<file path="src/rtl/cpu_isa_pkg.sv">
// ISA constants shared by the control unit: opcode/extension encodings, branch
// conditions, FSM state encoding and PSR flag bit positions.
package cpu_isa_pkg;

  localparam logic [3:0] OP_RR  = 4'h0;
  localparam logic [3:0] OP_MEM = 4'h4;
  localparam logic [3:0] OP_BCC = 4'hC;

  localparam logic [3:0] EXT_LOAD = 4'h0;
  localparam logic [3:0] EXT_STOR = 4'h4;

  // ALU codes share one encoding between RR opext and immediate op fields
  localparam logic [3:0] ALU_AND = 4'h1;
  localparam logic [3:0] ALU_OR  = 4'h2;
  localparam logic [3:0] ALU_XOR = 4'h3;
  localparam logic [3:0] ALU_ADD = 4'h5;
  localparam logic [3:0] ALU_SUB = 4'h9;
  localparam logic [3:0] ALU_CMP = 4'hB;
  localparam logic [3:0] ALU_MOV = 4'hD;

  localparam logic [3:0] COND_EQ = 4'h0;
  localparam logic [3:0] COND_NE = 4'h1;
  localparam logic [3:0] COND_CS = 4'h2;
  localparam logic [3:0] COND_CC = 4'h3;
  localparam logic [3:0] COND_HI = 4'h4;
  localparam logic [3:0] COND_LS = 4'h5;
  localparam logic [3:0] COND_GT = 4'h6;
  localparam logic [3:0] COND_LE = 4'h7;
  localparam logic [3:0] COND_UC = 4'hE;

  localparam int unsigned FLAG_N = 0;
  localparam int unsigned FLAG_Z = 1;
  localparam int unsigned FLAG_F = 2;
  localparam int unsigned FLAG_L = 3;
  localparam int unsigned FLAG_C = 4;

  typedef enum logic [2:0] {
    S_FETCH,
    S_DECODE,
    S_EXEC,
    S_LDWB,
    S_HALT
  } state_e;

  function automatic logic is_alu_code(input logic [3:0] code);
    return (code == ALU_AND) || (code == ALU_OR)  || (code == ALU_XOR) ||
           (code == ALU_ADD) || (code == ALU_SUB) || (code == ALU_CMP) ||
           (code == ALU_MOV);
  endfunction

endpackage

</file>
<file path="src/rtl/branch_cond_eval.sv">
// Branch condition evaluator: decides whether a Bcond is taken from the
// architectural flag register only.
module branch_cond_eval
  import cpu_isa_pkg::*;
(
  input  logic [3:0] i_cond,
  input  logic [4:0] i_psr,
  output logic       o_taken
);

  always_comb begin
    o_taken = 1'b0;
    case (i_cond)
      COND_EQ: o_taken = i_psr[FLAG_Z];
      COND_NE: o_taken = ~i_psr[FLAG_Z];
      COND_CS: o_taken = i_psr[FLAG_C];
      COND_CC: o_taken = ~i_psr[FLAG_C];
      COND_HI: o_taken = i_psr[FLAG_L];
      COND_LS: o_taken = ~i_psr[FLAG_L];
      COND_GT: o_taken = i_psr[FLAG_N];
      COND_LE: o_taken = ~i_psr[FLAG_N];
      COND_UC: o_taken = 1'b1;
      default: o_taken = 1'b0;
    endcase
  end

endmodule

</file>
<file path="src/rtl/cpu_control_fsm.sv">
// Multi-cycle control unit: fetch, decode, execute (plus load write-back and
// halt). Outputs are Moore-decoded from the state and the latched IR.
module cpu_control_fsm
  import cpu_isa_pkg::*;
#(
  parameter int unsigned DATA_W = 16,
  parameter int unsigned NREG   = 16,
  parameter int unsigned OPC_W  = 8
) (
  input  logic              clk,
  input  logic              reset,
  input  logic [DATA_W-1:0] ram_out,
  input  logic [4:0]        Flags_out,
  output logic [NREG-1:0]   wEnable,
  output logic [OPC_W-1:0]  opcode,
  output logic [3:0]        Rdest_select,
  output logic [3:0]        Rsrc_select,
  output logic [DATA_W-1:0] Imm_in,
  output logic              Imm_select,
  output logic              en_a,
  output logic              ram_we,
  output logic              lsc_mux_selct,
  output logic              fsm_alu_mem_selct,
  output logic              pc_en,
  output logic              pc_mux_selct,
  output logic [DATA_W-1:0] pc_add_k,
  output logic              halted
);

  state_e            r_state, w_state_next;
  logic [DATA_W-1:0] r_ir;
  logic [4:0]        r_psr;

  logic [3:0]        w_op, w_opext, w_rd, w_rs, w_alu_code;
  logic              w_is_wait, w_is_rr, w_is_imm, w_is_alu, w_is_load, w_is_stor, w_is_bcc;
  logic              w_alu_writes, w_alu_sets_psr, w_imm_signed, w_taken;
  logic [NREG-1:0]   w_rd_onehot;
  logic [DATA_W-1:0] w_imm_sext, w_imm_zext;

  assign w_op    = r_ir[15:12];
  assign w_rd    = r_ir[11:8];
  assign w_opext = r_ir[7:4];
  assign w_rs    = r_ir[3:0];

  assign w_is_wait = (r_ir == '0);
  assign w_is_rr   = (w_op == OP_RR) && is_alu_code(w_opext);
  assign w_is_imm  = is_alu_code(w_op);
  assign w_is_alu  = w_is_rr || w_is_imm;
  assign w_is_load = (w_op == OP_MEM) && (w_opext == EXT_LOAD);
  assign w_is_stor = (w_op == OP_MEM) && (w_opext == EXT_STOR);
  assign w_is_bcc  = (w_op == OP_BCC);

  assign w_alu_code     = w_is_rr ? w_opext : w_op;
  assign w_alu_writes   = (w_alu_code != ALU_CMP);
  assign w_alu_sets_psr = (w_alu_code != ALU_MOV);
  assign w_imm_signed   = (w_alu_code == ALU_ADD) || (w_alu_code == ALU_SUB) ||
                          (w_alu_code == ALU_CMP);

  assign w_rd_onehot = NREG'(1) << w_rd;
  assign w_imm_sext  = {{(DATA_W-8){r_ir[7]}}, r_ir[7:0]};
  assign w_imm_zext  = {{(DATA_W-8){1'b0}}, r_ir[7:0]};

  branch_cond_eval u_branch_cond_eval (
    .i_cond  (w_rd),
    .i_psr   (r_psr),
    .o_taken (w_taken)
  );

  always_ff @(posedge clk or negedge reset) begin
    if (!reset) begin
      r_state <= S_FETCH;
      r_ir    <= '0;
      r_psr   <= '0;
    end else begin
      r_state <= w_state_next;
      if (r_state == S_DECODE) begin
        r_ir <= ram_out;
      end
      if ((r_state == S_EXEC) && w_is_alu && w_alu_sets_psr) begin
        r_psr <= Flags_out;
      end
    end
  end

  always_comb begin
    w_state_next = r_state;
    case (r_state)
      S_FETCH:  w_state_next = S_DECODE;
      S_DECODE: w_state_next = S_EXEC;
      S_EXEC: begin
        if (w_is_wait) begin
          w_state_next = S_HALT;
        end else if (w_is_load) begin
          w_state_next = S_LDWB;
        end else begin
          w_state_next = S_FETCH;
        end
      end
      S_LDWB:   w_state_next = S_FETCH;
      S_HALT:   w_state_next = S_HALT;
      default:  w_state_next = S_FETCH;
    endcase
  end

  always_comb begin
    wEnable           = '0;
    opcode            = '0;
    Rdest_select      = '0;
    Rsrc_select       = '0;
    Imm_in            = '0;
    Imm_select        = 1'b0;
    en_a              = 1'b0;
    ram_we            = 1'b0;
    lsc_mux_selct     = 1'b0;
    fsm_alu_mem_selct = 1'b0;
    pc_en             = 1'b0;
    pc_mux_selct      = 1'b0;
    pc_add_k          = '0;
    halted            = 1'b0;
    case (r_state)
      S_FETCH: en_a = 1'b1;
      S_EXEC: begin
        if (w_is_wait) begin
          pc_en = 1'b0;
        end else if (w_is_alu) begin
          Rdest_select = w_rd;
          if (w_is_rr) begin
            Rsrc_select = w_rs;
            opcode      = OPC_W'({w_op, w_opext});
          end else begin
            Imm_select = 1'b1;
            Imm_in     = w_imm_signed ? w_imm_sext : w_imm_zext;
            opcode     = OPC_W'({w_op, 4'h0});
          end
          if (w_alu_writes) begin
            wEnable = w_rd_onehot;
          end
          pc_en = 1'b1;
        end else if (w_is_load) begin
          Rdest_select  = w_rs;
          lsc_mux_selct = 1'b1;
          en_a          = 1'b1;
        end else if (w_is_stor) begin
          Rdest_select  = w_rs;
          Rsrc_select   = w_rd;
          lsc_mux_selct = 1'b1;
          en_a          = 1'b1;
          ram_we        = 1'b1;
          pc_en         = 1'b1;
        end else if (w_is_bcc) begin
          pc_add_k     = w_imm_sext;
          pc_mux_selct = w_taken;
          pc_en        = 1'b1;
        end else begin
          pc_en = 1'b1;
        end
      end
      S_LDWB: begin
        fsm_alu_mem_selct = 1'b1;
        wEnable           = w_rd_onehot;
        pc_en             = 1'b1;
      end
      S_HALT: halted = 1'b1;
      default: ;
    endcase
  end

endmodule

</file>
<file path="config.mk">
export PLATFORM = sky130hd
export DESIGN_NAME = cpu_control_fsm
export DESIGN_NICKNAME = d
export VERILOG_FILES = /design/src/rtl/cpu_isa_pkg.sv /design/src/rtl/branch_cond_eval.sv /design/src/rtl/cpu_control_fsm.sv
export SDC_FILE = /design/constraint.sdc
export NUM_CORES = 1
export LEC_CHECK = 0
export ABC_AREA = 1
export BUFFER_PORTS_ARGS = -buffer_cell sky130_fd_sc_hd__buf_2
export CAP_MARGIN = 20
export CORE_ASPECT_RATIO = 0.75
export CORE_MARGIN = 2
export CORE_UTILIZATION = 40
export CTS_BUF_LIST = sky130_fd_sc_hd__clkbuf_8
export DETAILED_ROUTE_END_ITERATION = 12
export PLACE_DENSITY = 0.79
export SYNTH_ARGS = -nofsm -noshare
export SYNTH_HDL_FRONTEND = slang
export SYNTH_SLANG_ARGS = --single-unit
export TNS_END_PERCENT = 20
</file>
<file path="constraint.sdc">
create_clock -name clk -period 2.6 [get_ports clk]
set_input_delay 0.39 -clock clk [delete_from_list [all_inputs] [get_ports clk]]
set_output_delay 0.39 -clock clk [all_outputs]
set_load 0.005 [all_outputs]
</file>
# [Word-level counts from Yosys, hierarchy flattened]
# Cells that the tools add are included.
[word_totals] wordCells=128 register_bits=24 input_bits=23 output_inout_bits=72
[classes] n_reduce_logical=25 n_bitwise=4 shift=1 muxes=61 eq_ne=34
[op_table] cell="$mux 16" count=14
[op_table] cell="$mux 4" count=13
[op_table] cell="$eq 4x4->1 const B" count=10
[op_table] cell="$eq 4x3->1 const B" count=9
[op_table] cell="$pmux 16 s2" count=1
[op_table] cell="$eq 4x2->1 const B" count=6
[op_table] cell="$mux 1" count=24
[op_table] cell="$mux 8" count=3
[op_table] cell="$logic_not 16->1" count=1
[op_table] cell="$shl 1x4->16 const A" count=1
[op_table] cell="$logic_or 1x1->1" count=15
[op_table] cell="$eq 4x1->1 const B" count=3
[op_table] cell="$logic_not 4->1" count=3
[op_table] cell="$pmux 3 s4" count=1
[op_table] cell="$pmux 1 s9" count=1
[op_table] cell="$ne 4x4->1 const B" count=2
[op_table] cell="$eq 3x2->1 const B" count=2
[op_table] cell="$logic_and 1x1->1" count=5
[op_table] cell="$not 1->1" count=4
[op_table] cell="$pmux 1 s2" count=2
[op_table] cell="$eq 3x1->1 const B" count=1
[op_table] cell="$eq 3x3->1 const B" count=1
[op_table] cell="$logic_not 3->1" count=1
[op_table] cell="$mux 3" count=1
[op_table] cell="$mux 2" count=1

# [Logic depth before layout (Yosys ltp)]
[depth] depth_word=17 depth_mapped=11 depth_no_buf=11

# [Hierarchy]
# Synthesis repeated with hierarchy kept, for this count alone.
[hier_totals] hier_cells=302 hier_area_um2=1994.4
[by_module_without_submodules] mod="cpu_control_fsm" area_per_inst_um2=1853.0 n_inst=1 cells_per_inst=273
[by_module_without_submodules] mod="branch_cond_eval" area_per_inst_um2=141.4 n_inst=1 cells_per_inst=29

# [Worst setup path before layout]
# No wires, ideal clock.
[synth_path] kind="register -> output" startpoint="register r_state[2]" endpoint="output port Imm_in[10]" path_buffers=1 stages_incl_launch_ff=11 slack_ns=0.448 t_arrival_ns=1.762 cell_sequence="dfrtp_1 nor2_2 inv_2 nor2_4 inv_2 nor2_2 inv_2 nor2_2 nand2_1 a21oi_1 buf_4"
[synth_between] elab_chain_len=2
[synth_rtl] element="from (decl)" line_no="cpu_control_fsm.sv:30" source="state_e r_state, w_state_next;"
[synth_rtl] element="from (signal assigned)" line_no="cpu_control_fsm.sv:75" source="r_state <= w_state_next;"
[synth_rtl] element="$eq 3x2->1" line_no="cpu_control_fsm.sv:120" source="case (r_state)"
[synth_rtl] element="$mux 16" line_no="cpu_control_fsm.sv:120"
[synth_rtl] element="to (decl)" line_no="cpu_control_fsm.sv:18" source="output logic [DATA_W-1:0] Imm_in,"
# Every way passes these cells.

# [Final worst setup path]
[layout_path] startpoint="register r_ir[12]" endpoint="output port wEnable[3]"
[layout_between] elab_chain_len=11 elab_cells_between_ends=23 cone_classes="eq/ne: 8; mux: 5; reduce/logical: 10"
[layout_rtl] element="from (decl)" line_no="cpu_control_fsm.sv:31" source="logic [DATA_W-1:0] r_ir;"
[layout_rtl] element="from (signal assigned)" line_no="cpu_control_fsm.sv:77" source="r_ir <= ram_out;"
[layout_rtl] element="$eq 4x1->1 or $eq 4x2->1 (tied branches)" line_no="cpu_isa_pkg.sv:46" source="return (code == ALU_AND) || (code == ALU_OR) || (code == ALU_XOR) ||"
[layout_rtl] element="$logic_or 1x1->1 (3 in a row)" line_no="cpu_isa_pkg.sv:46"
[layout_rtl] element="$logic_or 1x1->1 (3 in a row)" line_no="cpu_isa_pkg.sv:47" source="(code == ALU_ADD) || (code == ALU_SUB) || (code == ALU_CMP) ||"
[layout_rtl] element="$logic_or 1x1->1" line_no="cpu_control_fsm.sv:48" source="assign w_is_alu = w_is_rr || w_is_imm;"
[layout_rtl] element="$mux 16" line_no="cpu_control_fsm.sv:125" source="end else if (w_is_alu) begin"
[layout_rtl] element="$mux 16 *" line_no="cpu_control_fsm.sv:123" source="if (w_is_wait) begin"
[layout_rtl] element="$pmux 16 s2 *" line_no="cpu_control_fsm.sv:120"
[layout_rtl] element="to (decl)" line_no="cpu_control_fsm.sv:14" source="output logic [NREG-1:0] wEnable,"
# Mark *: on every way between the ends. The rest lies on a longest branch, timed or not.

==> flow_metrics.env <==
export IMPL_fp_dieH_um=64.5
export IMPL_vias=2093
export IMPL_post_route_util_pct=53.0
export IMPL_grt_pass1_wl_um=8510
export IMPL_root_buffer="clkbuf_8"
export IMPL_hpwl_um=4290
export IMPL_ys_types=27
export IMPL_max_freq_ghz=0.399
export IMPL_hold_violations=0
export IMPL_r2r_end="r_psr[1]"
export IMPL_crit_path_start_kind="flip-flop"
export IMPL_critPathMaxFanout=16
export IMPL_synth_nets=318
export IMPL_worst_slew_pin_slew_ns=0.545
export IMPL_drc=0
export IMPL_synth_edf_count=0
export IMPL_reg2regPathDepth=10
export IMPL_skew_ns=0.00140
export IMPL_cp_arrival_ns=2.12
export IMPL_synth_top_flop_cell="dfrtp_1"
export IMPL_yosysMostFrequentCell="nor2_1"
export IMPL_seqPwrFrac_pct=32.3
export IMPL_p_leak_uw=0.00133
export IMPL_critical_path_endpoint="wEnable[3]"
export IMPL_cp_end_kind="output pin"
export IMPL_layout_setup_ws_ns=0.0936
export IMPL_synth_area_top_cells="dfrtp_1, nor2_1, nand2_1"
export IMPL_clk_path_buf_depth=2
export IMPL_areaGrowthSynthToFinish_pct=24.1
export IMPL_grt_max_degree=34
export IMPL_ioPinCount=95
export IMPL_initial_core_util_pct=42.7
export IMPL_r2r_start="r_ir[12]"
export IMPL_slew_headroom_pct=63.4
export IMPL_routabilityCongestion=0.938
export IMPL_ys_seq_area_share_pct=29.5
export IMPL_holdCritPathClass="input port to asynchronous set/reset pin"
export IMPL_nets=396
export IMPL_gr_total_overflow=0
export IMPL_slew_violations=0
export IMPL_fin_crit_sh_pct=96.4
export IMPL_sw_frac_of_total_pct=53.7
export IMPL_clkSinkCount=23
export IMPL_fin_setup_tns_ns=0
export IMPL_synth_seq_cells=23
export IMPL_synth_top_area_cell="dfrtp_1"
export IMPL_worstSkewPairLatency_ns=0.26
export IMPL_core_um2=4570
export IMPL_cts_tree="done"
export IMPL_dpl_cell_area_um2=2350
export IMPL_postLayoutCellArea_um2=2420
export IMPL_startpoint="r_ir[12]"
export IMPL_intPower_uw=1050
export IMPL_final_cells=429
export IMPL_rows=21
export IMPL_track_usage_pct=19.0
export IMPL_met1_length_um=2450
export IMPL_max_cap_viol_count=0
export IMPL_netlist_area_um2=1950
export IMPL_routed_via_density=4.88
export IMPL_p_clk_share_pct=9.6
export IMPL_cts_clk_slew_worst_paths_ns=0.08
export IMPL_antenna_found_initial=0
export IMPL_wl_met2_um=2410
export IMPL_dieWidth_um=84.7
export IMPL_async_reset_ff_share_pct=100
export IMPL_place_ws_ns=0.365
export IMPL_cts_max_level=1
export IMPL_port_buffers=93
export IMPL_synth_cells=295
export IMPL_die_area_um2=5460
export IMPL_synth_top_cell_area_share_pct=29.5
export IMPL_crit_type="flip-flop to output pin"
export IMPL_numCtsBuffers=3
export IMPL_insertedDiodeCount=0
export IMPL_fillers=450
export IMPL_yosys_warnings=0
export IMPL_finalSetupViolations=0
export IMPL_wl_per_cell_um=12.3
export IMPL_synth_commonest_cells="nor2_1, nand2_1, a21oi_1"
export IMPL_ff2ff_setup_slack_ns=1.00
export IMPL_status="finished clean"
export IMPL_drt_pass1_iterations=4
export IMPL_cp_data_required_time_ns=2.21
export IMPL_fin_crit_ns=2.51
export IMPL_totalWireLength_um=5290
export IMPL_syn_area_per_cell_um2=6.62
export IMPL_dp_cells=425
export IMPL_cellPowerDensity_nw_per_um2=939
export IMPL_combPwrFrac_pct=58.2
export IMPL_met3_length_um=419
export IMPL_p_sw_uw=1220
export IMPL_drive_gt1_share_pct=40.3
export IMPL_top_layer_used="met4"
export IMPL_drt_iter0_markers=119
export IMPL_max_vdd_ir_drop_mv=0.733
export IMPL_ant_nets=0
export IMPL_grt_pass1_vias=1835
export IMPL_rsz0062_at_grt="true"
flip-flops by register name (all words and copies together) (netlist names):
| name | count |
|---|---|
| r_psr | 4 |
| r_state | 3 |
| r_ir | 16 |
worst max-delay path, stage by stage (launching register included):
cell,delay [ns]
dfrtp_1,0.43
nor2_4,0.19
nand2_2,0.10
nor2_4,0.13
nand3_2,0.12
nand2_2,0.12
nand2_2,0.07
o21bai_4,0.41
a21oi_1,0.13
buf_2,0.15
cell type report:
cell class	count	area, um^2	area share, %
multi-input combinational	211	1090	45.1
sequential	23	577	23.8
timing repair buffer	97	495	20.5
inverter	37	139	5.73
tap	57	71.3	2.94
clock buffer	3	41.3	1.70
clock inverter	1	5.00	0.207
logic make-up after synthesis:
kind of cell / after synthesis / synth area share (%)
compound gates: 51 / 16.3
simple gates: 160 / 38.5
buf+inv: 61 / 15.7
flops: 23 / 29.5
worst min-delay path by stage:
stage,start,end,slack [ns],cells after the start
6_report,reset,r_ir[6],0.09,1
5_1_grt,reset,r_ir[11],0.12,1
4_1_cts,reset,r_ir[3],0.09,1
3_5_place_dp,reset,r_ir[6],0.38,1
3_3_place_gp,reset,r_ir[6],0.38,1
2_1_floorplan,reset,r_ir[0],0.09,0
stage by stage:
step,hold slack (ns),power (uW)
2_1_floorplan,0.0944,1700
3_3_place_gp,0.385,1990
3_5_place_dp,0.382,2020
4_1_cts,0.0939,2240
5_1_grt,0.120,2490
6_report,0.0864,2280
placed cells by master (no fill, tap or decap), drive strengths merged, types with 5 or more instances in the layout:
master | netlist | final
o21ai | 6 | 6
nor3 | 8 | 8
dfrtp | 23 | 23
buf | 20 | 97
o22ai | 5 | 5
nor2 | 65 | 65
nand4 | 5 | 5
a21oi | 38 | 38
nand3 | 26 | 26
inv | 35 | 35
nand2 | 56 | 56
what timing repair did:
| action | in CTS | in global routing |
|---|---|---|
| hold buffers | 0 | 0 |
| resized for setup | 0 | 7 |
| endpoints found under the setup margin | 0 | 38 |
| buffers inserted | 0 | 0 |
metal layers:
| metal | GRT usage, % | vias to the layer above |
|---|---|---|
| met3 | 3.82 | 2 |
| met1 | 27.2 | 924 |
| met4 | 3.37 | 0 |
| met2 | 30.1 | 78 |
| met5 | 0 | - |
| li1 | - | 1089 |
power groups by stage:
stage	registers [uW]	logic [uW]	clock network, uW
after floorplan	660	1040	0
after global placement	727	1260	0
after detailed placement	731	1290	0
after CTS	724	1300	222
after global routing	762	1490	240
final	735	1320	217
(Power assumes the default switching activity.)
